<file path="src/rtl/pipeline_hazard_controller_pkg.sv">
// Shared types and constants for the pipeline freeze/flush sequencer.
// Optional feature macro used elsewhere: HAZARD_PERF_CNT_EN.
package hazard_ctrl_pkg;
  typedef enum logic [1:0] {
    RUN      = 2'd0,
    MEM_WAIT = 2'd1,
    ERROR    = 2'd2
  } state_e;

  localparam int          REG_W_DEF = 4;
  localparam logic [31:0] BUBBLE    = 32'b0;
endpackage

</file>
<file path="src/rtl/pipeline_hazard_controller_if.sv">
// Hazard-controller bundle: pipeline status in, freeze/flush controls out.
// master = pipeline side driving status, slave = the controller.
interface pipeline_hazard_controller_if
  import hazard_ctrl_pkg::*;
#(
  parameter int REG_W = REG_W_DEF
);
  logic [REG_W-1:0] id_src1;
  logic [REG_W-1:0] id_src2;
  logic             id_src2_used;
  logic [REG_W-1:0] exe_dest;
  logic             exe_wb_en;
  logic             exe_mem_read;
  logic [REG_W-1:0] mem_dest;
  logic             mem_wb_en;
  logic             fwd_en;
  logic             branch_taken;
  logic             mem_req;
  logic             mem_ready;
  logic             pc_freeze;
  logic             ifid_freeze;
  logic             idexe_freeze;
  logic             exemem_freeze;
  logic             ifid_flush;
  logic             idexe_flush;
  logic             memwb_flush;
  logic             mem_error;

  modport master (
    output id_src1, id_src2, id_src2_used, exe_dest, exe_wb_en, exe_mem_read,
           mem_dest, mem_wb_en, fwd_en, branch_taken, mem_req, mem_ready,
    input  pc_freeze, ifid_freeze, idexe_freeze, exemem_freeze,
           ifid_flush, idexe_flush, memwb_flush, mem_error
  );

  modport slave (
    input  id_src1, id_src2, id_src2_used, exe_dest, exe_wb_en, exe_mem_read,
           mem_dest, mem_wb_en, fwd_en, branch_taken, mem_req, mem_ready,
    output pc_freeze, ifid_freeze, idexe_freeze, exemem_freeze,
           ifid_flush, idexe_flush, memwb_flush, mem_error
  );
endinterface

</file>
<file path="src/rtl/pipeline_hazard_controller_detect.sv">
// Combinational RAW comparator: decode sources against EXE/MEM destinations.
// With forwarding only a load in EXE can hazard; without it any pending writer does.
module hazard_detect
  import hazard_ctrl_pkg::*;
#(
  parameter int REG_W = REG_W_DEF
) (
  input  logic [REG_W-1:0] id_src1_i,
  input  logic [REG_W-1:0] id_src2_i,
  input  logic             id_src2_used_i,
  input  logic [REG_W-1:0] exe_dest_i,
  input  logic             exe_wb_en_i,
  input  logic             exe_mem_read_i,
  input  logic [REG_W-1:0] mem_dest_i,
  input  logic             mem_wb_en_i,
  input  logic             fwd_en_i,
  output logic             hazard_o
);
  logic exe_hit;
  logic mem_hit;

  assign exe_hit = exe_wb_en_i &&
                   ((id_src1_i == exe_dest_i) || (id_src2_used_i && (id_src2_i == exe_dest_i)));
  assign mem_hit = mem_wb_en_i &&
                   ((id_src1_i == mem_dest_i) || (id_src2_used_i && (id_src2_i == mem_dest_i)));

  assign hazard_o = fwd_en_i ? (exe_hit && exe_mem_read_i) : (exe_hit || mem_hit);
endmodule

</file>
<file path="src/rtl/pipeline_hazard_controller.sv">
// Freeze/flush sequencer: arbitrates memory stall > taken branch > data hazard each cycle,
// with a MEM_WAIT timeout into a sticky ERROR. HAZARD_PERF_CNT_EN adds stall/flush counters.
module pipeline_hazard_controller
  import hazard_ctrl_pkg::*;
#(
  parameter int REG_W       = REG_W_DEF,
  parameter int MEM_TIMEOUT = 255,
  parameter int CNT_W       = 8
) (
  input  logic                         clk,
  input  logic                         rst,
  pipeline_hazard_controller_if.slave  hz
`ifdef HAZARD_PERF_CNT_EN
  ,
  output logic [31:0]                  stall_cycles,
  output logic [31:0]                  flush_events
`endif
);
  state_e           state_q, state_d;
  logic [CNT_W-1:0] cnt_q, cnt_d, cnt_inc;
  logic             hazard;
  logic             stall_all, br_flush, data_stall;

  hazard_detect #(.REG_W(REG_W)) u_detect (
    .id_src1_i      (hz.id_src1),
    .id_src2_i      (hz.id_src2),
    .id_src2_used_i (hz.id_src2_used),
    .exe_dest_i     (hz.exe_dest),
    .exe_wb_en_i    (hz.exe_wb_en),
    .exe_mem_read_i (hz.exe_mem_read),
    .mem_dest_i     (hz.mem_dest),
    .mem_wb_en_i    (hz.mem_wb_en),
    .fwd_en_i       (hz.fwd_en),
    .hazard_o       (hazard)
  );

  assign cnt_inc = cnt_q + CNT_W'(1);

  always_comb begin
    state_d    = state_q;
    cnt_d      = cnt_q;
    stall_all  = 1'b0;
    br_flush   = 1'b0;
    data_stall = 1'b0;
    case (state_q)
      RUN: begin
        if (hz.mem_req && !hz.mem_ready) begin
          state_d   = MEM_WAIT;
          cnt_d     = '0;
          stall_all = 1'b1;
        end else if (hz.branch_taken) begin
          br_flush = 1'b1;
        end else if (hazard) begin
          data_stall = 1'b1;
        end
      end
      MEM_WAIT: begin
        // Completion wins over timeout; the pipe stays frozen until the next edge.
        stall_all = 1'b1;
        cnt_d     = cnt_inc;
        if (hz.mem_ready) begin
          state_d = RUN;
        end else if (cnt_inc == CNT_W'(MEM_TIMEOUT)) begin
          state_d = ERROR;
        end
      end
      ERROR: begin
        stall_all = 1'b1;
      end
      default: begin
        state_d = RUN;
      end
    endcase
    if (rst) begin
      stall_all  = 1'b0;
      br_flush   = 1'b0;
      data_stall = 1'b0;
    end
  end

  always_ff @(posedge clk or posedge rst) begin
    if (rst) begin
      state_q <= RUN;
      cnt_q   <= '0;
    end else begin
      state_q <= state_d;
      cnt_q   <= cnt_d;
    end
  end

  assign hz.pc_freeze     = stall_all | data_stall;
  assign hz.ifid_freeze   = stall_all | data_stall;
  assign hz.idexe_freeze  = stall_all;
  assign hz.exemem_freeze = stall_all;
  assign hz.ifid_flush    = br_flush;
  assign hz.idexe_flush   = br_flush | data_stall;
  assign hz.memwb_flush   = stall_all;
  assign hz.mem_error     = !rst && (state_q == ERROR);

`ifdef HAZARD_PERF_CNT_EN
  logic [31:0] stall_cnt_q, flush_cnt_q;

  always_ff @(posedge clk or posedge rst) begin
    if (rst) begin
      stall_cnt_q <= '0;
      flush_cnt_q <= '0;
    end else begin
      if (hz.pc_freeze && (stall_cnt_q != '1)) stall_cnt_q <= stall_cnt_q + 32'd1;
      if (hz.ifid_flush && (flush_cnt_q != '1)) flush_cnt_q <= flush_cnt_q + 32'd1;
    end
  end

  assign stall_cycles = stall_cnt_q;
  assign flush_events = flush_cnt_q;
`endif
endmodule
</file>
<file path="src/flat_wrapper.sv">
// flat-port wrapper written by rule: the top's interface ports become plain ports
module pipeline_hazard_controller_flat import hazard_ctrl_pkg::*;
#(
  parameter int REG_W       = REG_W_DEF,
  parameter int MEM_TIMEOUT = 255,
  parameter int CNT_W       = 8
)
  (clk, rst, hz_id_src1, hz_id_src2, hz_id_src2_used, hz_exe_dest, hz_exe_wb_en, hz_exe_mem_read, hz_mem_dest, hz_mem_wb_en, hz_fwd_en, hz_branch_taken, hz_mem_req, hz_mem_ready, hz_pc_freeze, hz_ifid_freeze, hz_idexe_freeze, hz_exemem_freeze, hz_ifid_flush, hz_idexe_flush, hz_memwb_flush, hz_mem_error);
  pipeline_hazard_controller_if #(.REG_W(REG_W)) hz_i ();
  input  logic clk;
  input  logic rst;
  input wire logic [$bits(hz_i.id_src1)-1:0] hz_id_src1;
  input wire logic [$bits(hz_i.id_src2)-1:0] hz_id_src2;
  input wire logic [$bits(hz_i.id_src2_used)-1:0] hz_id_src2_used;
  input wire logic [$bits(hz_i.exe_dest)-1:0] hz_exe_dest;
  input wire logic [$bits(hz_i.exe_wb_en)-1:0] hz_exe_wb_en;
  input wire logic [$bits(hz_i.exe_mem_read)-1:0] hz_exe_mem_read;
  input wire logic [$bits(hz_i.mem_dest)-1:0] hz_mem_dest;
  input wire logic [$bits(hz_i.mem_wb_en)-1:0] hz_mem_wb_en;
  input wire logic [$bits(hz_i.fwd_en)-1:0] hz_fwd_en;
  input wire logic [$bits(hz_i.branch_taken)-1:0] hz_branch_taken;
  input wire logic [$bits(hz_i.mem_req)-1:0] hz_mem_req;
  input wire logic [$bits(hz_i.mem_ready)-1:0] hz_mem_ready;
  output wire logic [$bits(hz_i.pc_freeze)-1:0] hz_pc_freeze;
  output wire logic [$bits(hz_i.ifid_freeze)-1:0] hz_ifid_freeze;
  output wire logic [$bits(hz_i.idexe_freeze)-1:0] hz_idexe_freeze;
  output wire logic [$bits(hz_i.exemem_freeze)-1:0] hz_exemem_freeze;
  output wire logic [$bits(hz_i.ifid_flush)-1:0] hz_ifid_flush;
  output wire logic [$bits(hz_i.idexe_flush)-1:0] hz_idexe_flush;
  output wire logic [$bits(hz_i.memwb_flush)-1:0] hz_memwb_flush;
  output wire logic [$bits(hz_i.mem_error)-1:0] hz_mem_error;
  assign hz_i.id_src1 = hz_id_src1;
  assign hz_i.id_src2 = hz_id_src2;
  assign hz_i.id_src2_used = hz_id_src2_used;
  assign hz_i.exe_dest = hz_exe_dest;
  assign hz_i.exe_wb_en = hz_exe_wb_en;
  assign hz_i.exe_mem_read = hz_exe_mem_read;
  assign hz_i.mem_dest = hz_mem_dest;
  assign hz_i.mem_wb_en = hz_mem_wb_en;
  assign hz_i.fwd_en = hz_fwd_en;
  assign hz_i.branch_taken = hz_branch_taken;
  assign hz_i.mem_req = hz_mem_req;
  assign hz_i.mem_ready = hz_mem_ready;
  assign hz_pc_freeze = hz_i.pc_freeze;
  assign hz_ifid_freeze = hz_i.ifid_freeze;
  assign hz_idexe_freeze = hz_i.idexe_freeze;
  assign hz_exemem_freeze = hz_i.exemem_freeze;
  assign hz_ifid_flush = hz_i.ifid_flush;
  assign hz_idexe_flush = hz_i.idexe_flush;
  assign hz_memwb_flush = hz_i.memwb_flush;
  assign hz_mem_error = hz_i.mem_error;
  pipeline_hazard_controller #(.REG_W(REG_W), .MEM_TIMEOUT(MEM_TIMEOUT), .CNT_W(CNT_W)) u_core (.clk(clk), .rst(rst), .hz(hz_i));
endmodule
</file>
<file path="config.mk">
export PLATFORM = sky130hd
export DESIGN_NAME = pipeline_hazard_controller_flat
export DESIGN_NICKNAME = d
export VERILOG_FILES = /design/src/rtl/pipeline_hazard_controller_pkg.sv /design/src/rtl/pipeline_hazard_controller_if.sv /design/src/rtl/pipeline_hazard_controller_detect.sv /design/src/rtl/pipeline_hazard_controller.sv /design/src/flat_wrapper.sv
export SDC_FILE = /design/constraint.sdc
export NUM_CORES = 1
export LEC_CHECK = 0
export ABC_AREA = 1
export CAP_MARGIN = 20
export CORE_MARGIN = 3
export CORE_UTILIZATION = 40
export DETAILED_ROUTE_END_ITERATION = 10
export PLACE_DENSITY = 0.72
export SLEW_MARGIN = 10
export SYNTH_ARGS = -nofsm -noshare
export SYNTH_HDL_FRONTEND = slang
export SYNTH_SLANG_ARGS = --single-unit
</file>
<file path="constraint.sdc">
create_clock -name clk -period 3.43 [get_ports clk]
set_clock_uncertainty 0.05 [all_clocks]
set_input_delay 0.686 -clock clk [delete_from_list [all_inputs] [get_ports clk]]
set_output_delay 0.686 -clock clk [all_outputs]
set_load 0.02 [all_outputs]
</file>
==> results.py, run 1 <==
metrics = {
    "grt": {
        "overflow": 0,
        "grt_pass1_vias": 963,
        "grtUsageMet1_pct": 19.25,
        "antenna_found_initial": 0,
        "met2_usage_pct": 27.53,
        "grt_usage_pct": 15.62,
        "grt_pass1_wl_um": 3939,
        "grt_max_degree": 11,
        "grt.busiest_layer": "met2",
        "use_met3_pct": 4.439,
    },
    "timing": {
        "setup_violations": 0,
        "fmax_mhz": 311.2,
        "rsz0062_at_grt": "false",
        "relSlewSlack_pct": 63.26,
        "post-route-min-period_ps": 3214,
        "finalHoldViolCount": 0,
        "final.setup.tns_ps": 0,
        "slew_viol_final": 0,
        "tightest_slew_ps": 547.4,
        "fin_crit_sh_pct": 93.69,
    },
    "synthesis": {
        "syn_area_um2": 979.7,
        "synth_common_cells": "nand2_1, inv_1, nor2_1, dfrtp_1",
        "ys_seq_area_share_pct": 25.54,
        "ys.flop_type": "dfrtp_1",
        "avgSynthCellArea_um2": 6.403,
        "synth_cells": 153,
        "syn_nets": 185,
        "synth_area_leaders": "dfrtp_1, nand2_1, inv_1",
        "yosysTopAreaCell": "dfrtp_1",
        "ys_ff_latch": 10,
        "yosysTopAreaCellShare_pct": 25.54,
        "synth-edff-count": 0,
        "yosysUniqueCellTypes": 20,
        "yosysMostFrequentCell": "nand2_1",
        "ys_warn_count": 0,
        "async_flop_share_pct": 100.0,
    },
    "worst_hold_path": {
        "worstHoldPathCells": 2,
        "hp-class": "flop to flop",
    },
    "setup_path": {
        "critPathCaptureType": "output port",
        "cp_max_fo": 2,
        "worstRegToRegCells": 10,
        "critical_path_class": "input port to output port",
        "arrival_ps": 2480,
        "startpoint_type": "input port",
        "critPathRequiredTime_ps": 2690,
    },
    "power_and_ir_drop": {
        "pwr-share-clk_pct": 29.4,
        "p_switching_mw": 0.07300,
        "sequentialPowerShare_pct": 42.6,
        "p_leak_nw": 0.7346,
        "intPower_mw": 0.2037,
        "combPwrFrac_pct": 28.0,
        "power_density_nw_per_um2": 203.8,
        "swShare_pct": 26.39,
        "ir_drop_mv": 0.2133,
    },
    "clock_tree": {
        "htreeDepth": 1,
        "clock_path_buffers": 2,
        "post_cts_buffers": 0,
        "cts_tree": "yes",
        "clock_latency_ps": 270,
        "path_clk_slew_ps": 60,
        "clkSinkCount": 10,
        "cts_root_buf": "clkbuf_4",
        "cts_buffers": 3,
    },
    "finish": {
        "nets": 221,
        "final_cells": 215,
        "drive_gt1_share_pct": 4.813,
        "antenna_cells": 0,
        "ff_latch_area_um2": 250.2,
        "fillCellCount": 229,
        "multi_input_area_um2": 579.3,
        "synthToLayoutAreaGrowth_pct": 38.57,
    },
    "place": {
        "port_buffers": 33,
        "place_congestion": 0.7892,
        "dp_cells": 212,
        "hpwl_um": 2033,
    },
    "floorplanning": {
        "num_rows": 17,
        "die_area_um2": 3079,
        "die_w_um": 55.49,
        "io_pins": 34,
        "initial_core_util_pct": 43.05,
        "core_area_um2": 2276,
        "die_h_um": 55.49,
    },
    "detailed_routing": {
        "antenna_left": 0,
        "drt-initial-drc-count": 31,
        "vias": 1030,
        "dr.pass1.iters": 4,
        "drc_errors": 0,
        "viasPerCell": 4.791,
        "wirelength_um": 2407,
        "wl_per_cell_um": 11.20,
    },
    "status": {
        "status": "finished, final reports clean",
    },
    "flow_run": {
        "drv_cap": 0,
    },
}
## worst max-delay path, stage by stage
cell and delay, ps:
clkdlybuf4s50_1 510, inv_1 70, nand2_1 50, o21ai_0 80, nor2_1 110, nand3_1 80
nand2_1 80, nand2_1 50, nand2_1 60, nand2_1 60, nand2_1 60, clkdlybuf4s50_1 600
## cell type report
cell class              count  share of cell area [%]
multi-input cells         106                   42.67
repair buffers             34                   25.25
flip-flops and latches     10                   18.43
inverters                  34                   9.401
well taps                  28                   2.581
clock buffers               3                   1.659
## what timing repair did
| action | in CTS | in global routing |
|---|---|---|
| setup endpoints to repair | 0 | 2 |
| hold buffers | 0 | 0 |
| resized for setup | 0 | 2 |
## worst paths after layout
kind / start / end / slack, ps
worst max-delay path: hz_mem_dest[0] / hz_idexe_flush / 220
worst min-delay path: u_core.cnt_q[7] / u_core.cnt_q[7] / 520
worst max register to register: u_core.state_q[0] / u_core.state_q[0] / 1810
worst min register to register: u_core.cnt_q[7] / u_core.cnt_q[7] / 520
max in group asynchronous: rst / u_core.cnt_q[1] / 2430
min in group asynchronous: rst / u_core.cnt_q[5] / 760
## cell families (layout without fill, tap and decap cells)
kind of cell | Yosys count | after routing | synth area share [%]
AO/OA/AOI/OAI | 16 | 16 | 9.322
flip-flops | 10 | 10 | 25.54
adder cells (fa/ha/maj) | 6 | 6 | 7.663
AND/OR/NAND/NOR | 73 | 73 | 32.31
buffers and inverters | 37 | 71 | 15.33
XOR/XNOR | 11 | 11 | 9.835
## sequential cells by signal, indices dropped and copies added (netlist names)
register,cells
u_core.state_q,2
u_core.cnt_q,8
## per-stage QoR
stage | power, mW | utilization [%] | setup slack (ps) | hold slack (ps) | area (µm²)
floorplan | 0.1535 | - | 828.9 | 473.4 | 979.7
global placement | 0.1973 | 58.44 | 223.1 | 500.0 | 1330
detailed placement | 0.1982 | 58.44 | 193.1 | 518.7 | 1330
CTS | 0.2784 | 59.43 | 178.8 | 531.6 | 1353
global route | 0.2915 | 59.65 | 14.39 | 564.2 | 1358
finish | 0.2767 | 59.65 | 216.5 | 524.8 | 1358
## routing by layer
layer,wire length (µm),share of wire (%)
met1,1109,46
met4,0,0
met2,1195,50
met3,103,4.3
met5,0,0
## cell usage in the layout (no fill, tap or decap)
| cell type | Yosys | routed |
|---|---|---|
| nand2_1 | 40 | 40 |
| inv_1 | 34 | 34 |
| clkdlybuf4s50_1 | 0 | 31 |
| nor2_1 | 14 | 14 |
| dfrtp_1 | 10 | 10 |
| nand3_1 | 9 | 9 |
| xnor2_1 | 9 | 9 |
| o21ai_0 | 7 | 7 |
| ha_1 | 6 | 6 |
| o22ai_1 | 5 | 5 |
| nand4_1 | 4 | 4 |
| clkbuf_4 | 0 | 3 |
| nand3_2 | 2 | 2 |
| xor2_1 | 2 | 2 |
| nor2_2 | 2 | 2 |
| dlymetal6s2s_1 | 0 | 2 |
| nand2_2 | 1 | 1 |
| o21ai_1 | 1 | 1 |
| o21a_1 | 1 | 1 |
| a21boi_0 | 1 | 1 |
| nor3_1 | 1 | 1 |
| a21oi_1 | 1 | 1 |
| buf_4 | 3 | 1 |
## power by group through the flow
stage,sequential (mW),combinational (mW),clock (mW)
2_1_floorplan,0.120,0.0334,0
3_3_place_gp,0.120,0.0772,0
3_5_place_dp,0.120,0.0781,0
4_1_cts,0.118,0.0785,0.0820
5_1_grt,0.118,0.0849,0.0888
6_report,0.118,0.0774,0.0814
(Power assumes the default switching activity.)
==> run 2: changes to the inputs <==
--- a/constraint.sdc
+++ b/constraint.sdc
@@ -4,2 +4,2 @@
 set_output_delay 0.686 -clock clk [all_outputs]
-set_load 0.02 [all_outputs]
+set_load 0.01 [all_outputs]
==> results.py, run 2 (synthesized netlist as in run 1, its figures left out) <==
metrics = {
    "setup_path": {
        "cp-startpoint": "hz_mem_dest[0]",
        "crit_end": "hz_pc_freeze",
        "worstRegToRegCells": 10,
        "arrival_ps": 2440,
        "cp_max_fo": 2,
        "critical_path_class": "input port to output port",
        "startpoint_type": "input port",
        "regToRegStartpoint": "u_core.state_q[0]",
        "r2r-end": "u_core.state_q[0]",
        "r2r_setup_slack_ps": 1810,
        "critPathRequiredTime_ps": 2690,
        "critPathCaptureType": "output port",
    },
    "grt": {
        "overflow": 0,
        "use_met3_pct": 4.439,
        "grtUsageMet1_pct": 19.25,
        "antenna_found_initial": 0,
        "grt_max_degree": 11,
        "grt.busiest_layer": "met2",
        "grt_usage_pct": 15.62,
        "grt_pass1_vias": 963,
        "met2_usage_pct": 27.53,
        "grt_pass1_wl_um": 3939,
    },
    "finish": {
        "drive_gt1_share_pct": 4.813,
        "layout_commonest_cell": "nand2_1",
        "reg_top3": "u_core.cnt_q (8), u_core.state_q (2)",
        "synthToLayoutAreaGrowth_pct": 38.06,
        "layout_common_cells": "nand2_1, inv_1, clkdlybuf4s50_1",
        "finish.utilization_pct": 59.43,
        "largest_register_ffs": 8,
        "nets": 221,
        "fillCellCount": 231,
        "top_register": "u_core.cnt_q",
        "antenna_cells": 0,
    },
    "worst_hold_path": {
        "worstHoldPathCells": 2,
        "hp-class": "flop to flop",
    },
    "clock_tree": {
        "post_cts_buffers": 0,
        "cts_hold_buf": 0,
        "cts_buffers": 3,
        "clkSinkCount": 10,
        "cts_resized": 0,
        "cts_tree": "yes",
        "clock_latency_ps": 270,
        "htreeDepth": 1,
        "path_clk_slew_ps": 60,
        "clock_path_buffers": 2,
        "cts_root_buf": "clkbuf_4",
    },
    "floorplanning": {
        "core_area_um2": 2276,
        "die_w_um": 55.49,
        "initial_core_util_pct": 43.05,
        "die_area_um2": 3079,
        "die_h_um": 55.49,
        "io_pins": 34,
        "num_rows": 17,
    },
    "detailed_routing": {
        "drc_errors": 0,
        "antenna_left": 0,
        "vias": 1029,
        "wirelength_um": 2392,
        "viasPerCell": 4.786,
        "dr.pass1.iters": 4,
        "drt-initial-drc-count": 31,
        "wl_per_cell_um": 11.13,
    },
    "place": {
        "place_congestion": 0.7891,
        "hpwl_um": 2033,
        "port_buffers": 33,
    },
    "timing": {
        "post-route-min-period_ps": 3180,
        "tightest_slew_ps": 547.4,
        "rsz0062_at_grt": "false",
        "fin_crit_sh_pct": 92.70,
        "final.setup.tns_ps": 0,
        "setup_violations": 0,
        "fmax_mhz": 314.5,
        "finalHoldViolCount": 0,
        "slew_viol_final": 0,
        "relSlewSlack_pct": 63.26,
    },
    "power_and_ir_drop": {
        "ir_drop_mv": 0.2133,
        "power.total_mw": 0.2741,
        "power_density_nw_per_um2": 202.7,
        "p_leak_nw": 0.7163,
    },
    "flow_run": {
        "drv_cap": 0,
    },
    "status": {
        "status": "finished, final reports clean",
    },
}
[run 2: through the flow]
step           worst slack [ps]  area [µm²]  hold slack, ps  instances
2_1_floorplan              1071       979.7           473.4        153
3_3_place_gp              291.1        1330           500.0        212
3_5_place_dp              261.0        1330           518.7        212
4_1_cts                   246.7        1353           531.6        215
5_1_grt                   46.27        1353           564.2        215
6_report                  250.2        1353           524.8        215
[run 2: worst min path at each step]
stage                                 start                end  slack (ps)
after CTS                   u_core.cnt_q[7]    u_core.cnt_q[7]         530
after floorplan             u_core.cnt_q[7]    u_core.cnt_q[7]         470
final                       u_core.cnt_q[7]    u_core.cnt_q[7]         520
after detailed placement    u_core.cnt_q[7]    u_core.cnt_q[7]         520
after global placement      u_core.cnt_q[7]    u_core.cnt_q[7]         500
after global routing      u_core.state_q[0]  u_core.state_q[0]         560
[run 2: metal layers]
metal / wire length [µm] / up-vias / part of all wire [%]
met5: 0 / - / 0
met1: 1111 / 464 / 46
li1: - / 542 / -
met4: 0 / 0 / 0
met2: 1180 / 23 / 49
met3: 100 / 0 / 4.2
[run 2: final cells by class]
| type | instances | area, µm² | area share (%) |
|---|---|---|---|
| clock buffers | 3 | 22.52 | 1.665 |
| repair buffers | 34 | 337.8 | 24.98 |
| inverters | 34 | 127.6 | 9.436 |
| well taps | 28 | 35.03 | 2.590 |
| flip-flops and latches | 10 | 250.2 | 18.50 |
| multi-input cells | 106 | 579.3 | 42.83 |
[run 2: power by group]
group | switching [mW] | total (mW) | internal, mW
Clock | 0.0408 | 0.0814 | 0.0406
Combinational | 0.0294 | 0.0749 | 0.0455
Sequential | 0 | 0.118 | 0.118
Total | 0.0702 | 0.274 | 0.204
[run 2: worst max-delay path: stages]
cell,delay (ps)
clkdlybuf4s50_1,510
inv_1,70
nand2_1,50
o21ai_0,80
nor2_1,110
nand3_1,80
nand2_1,80
nand2_1,50
nand2_1,60
nand2_1,60
nand2_1,80
clkdlybuf4s50_1,540
==> run 3: changes to the inputs <==
- SKIP_LAST_GASP: default -> 1
==> results of run 3 <==
The final DEF is identical to that of run 2; final timing and power are the same.
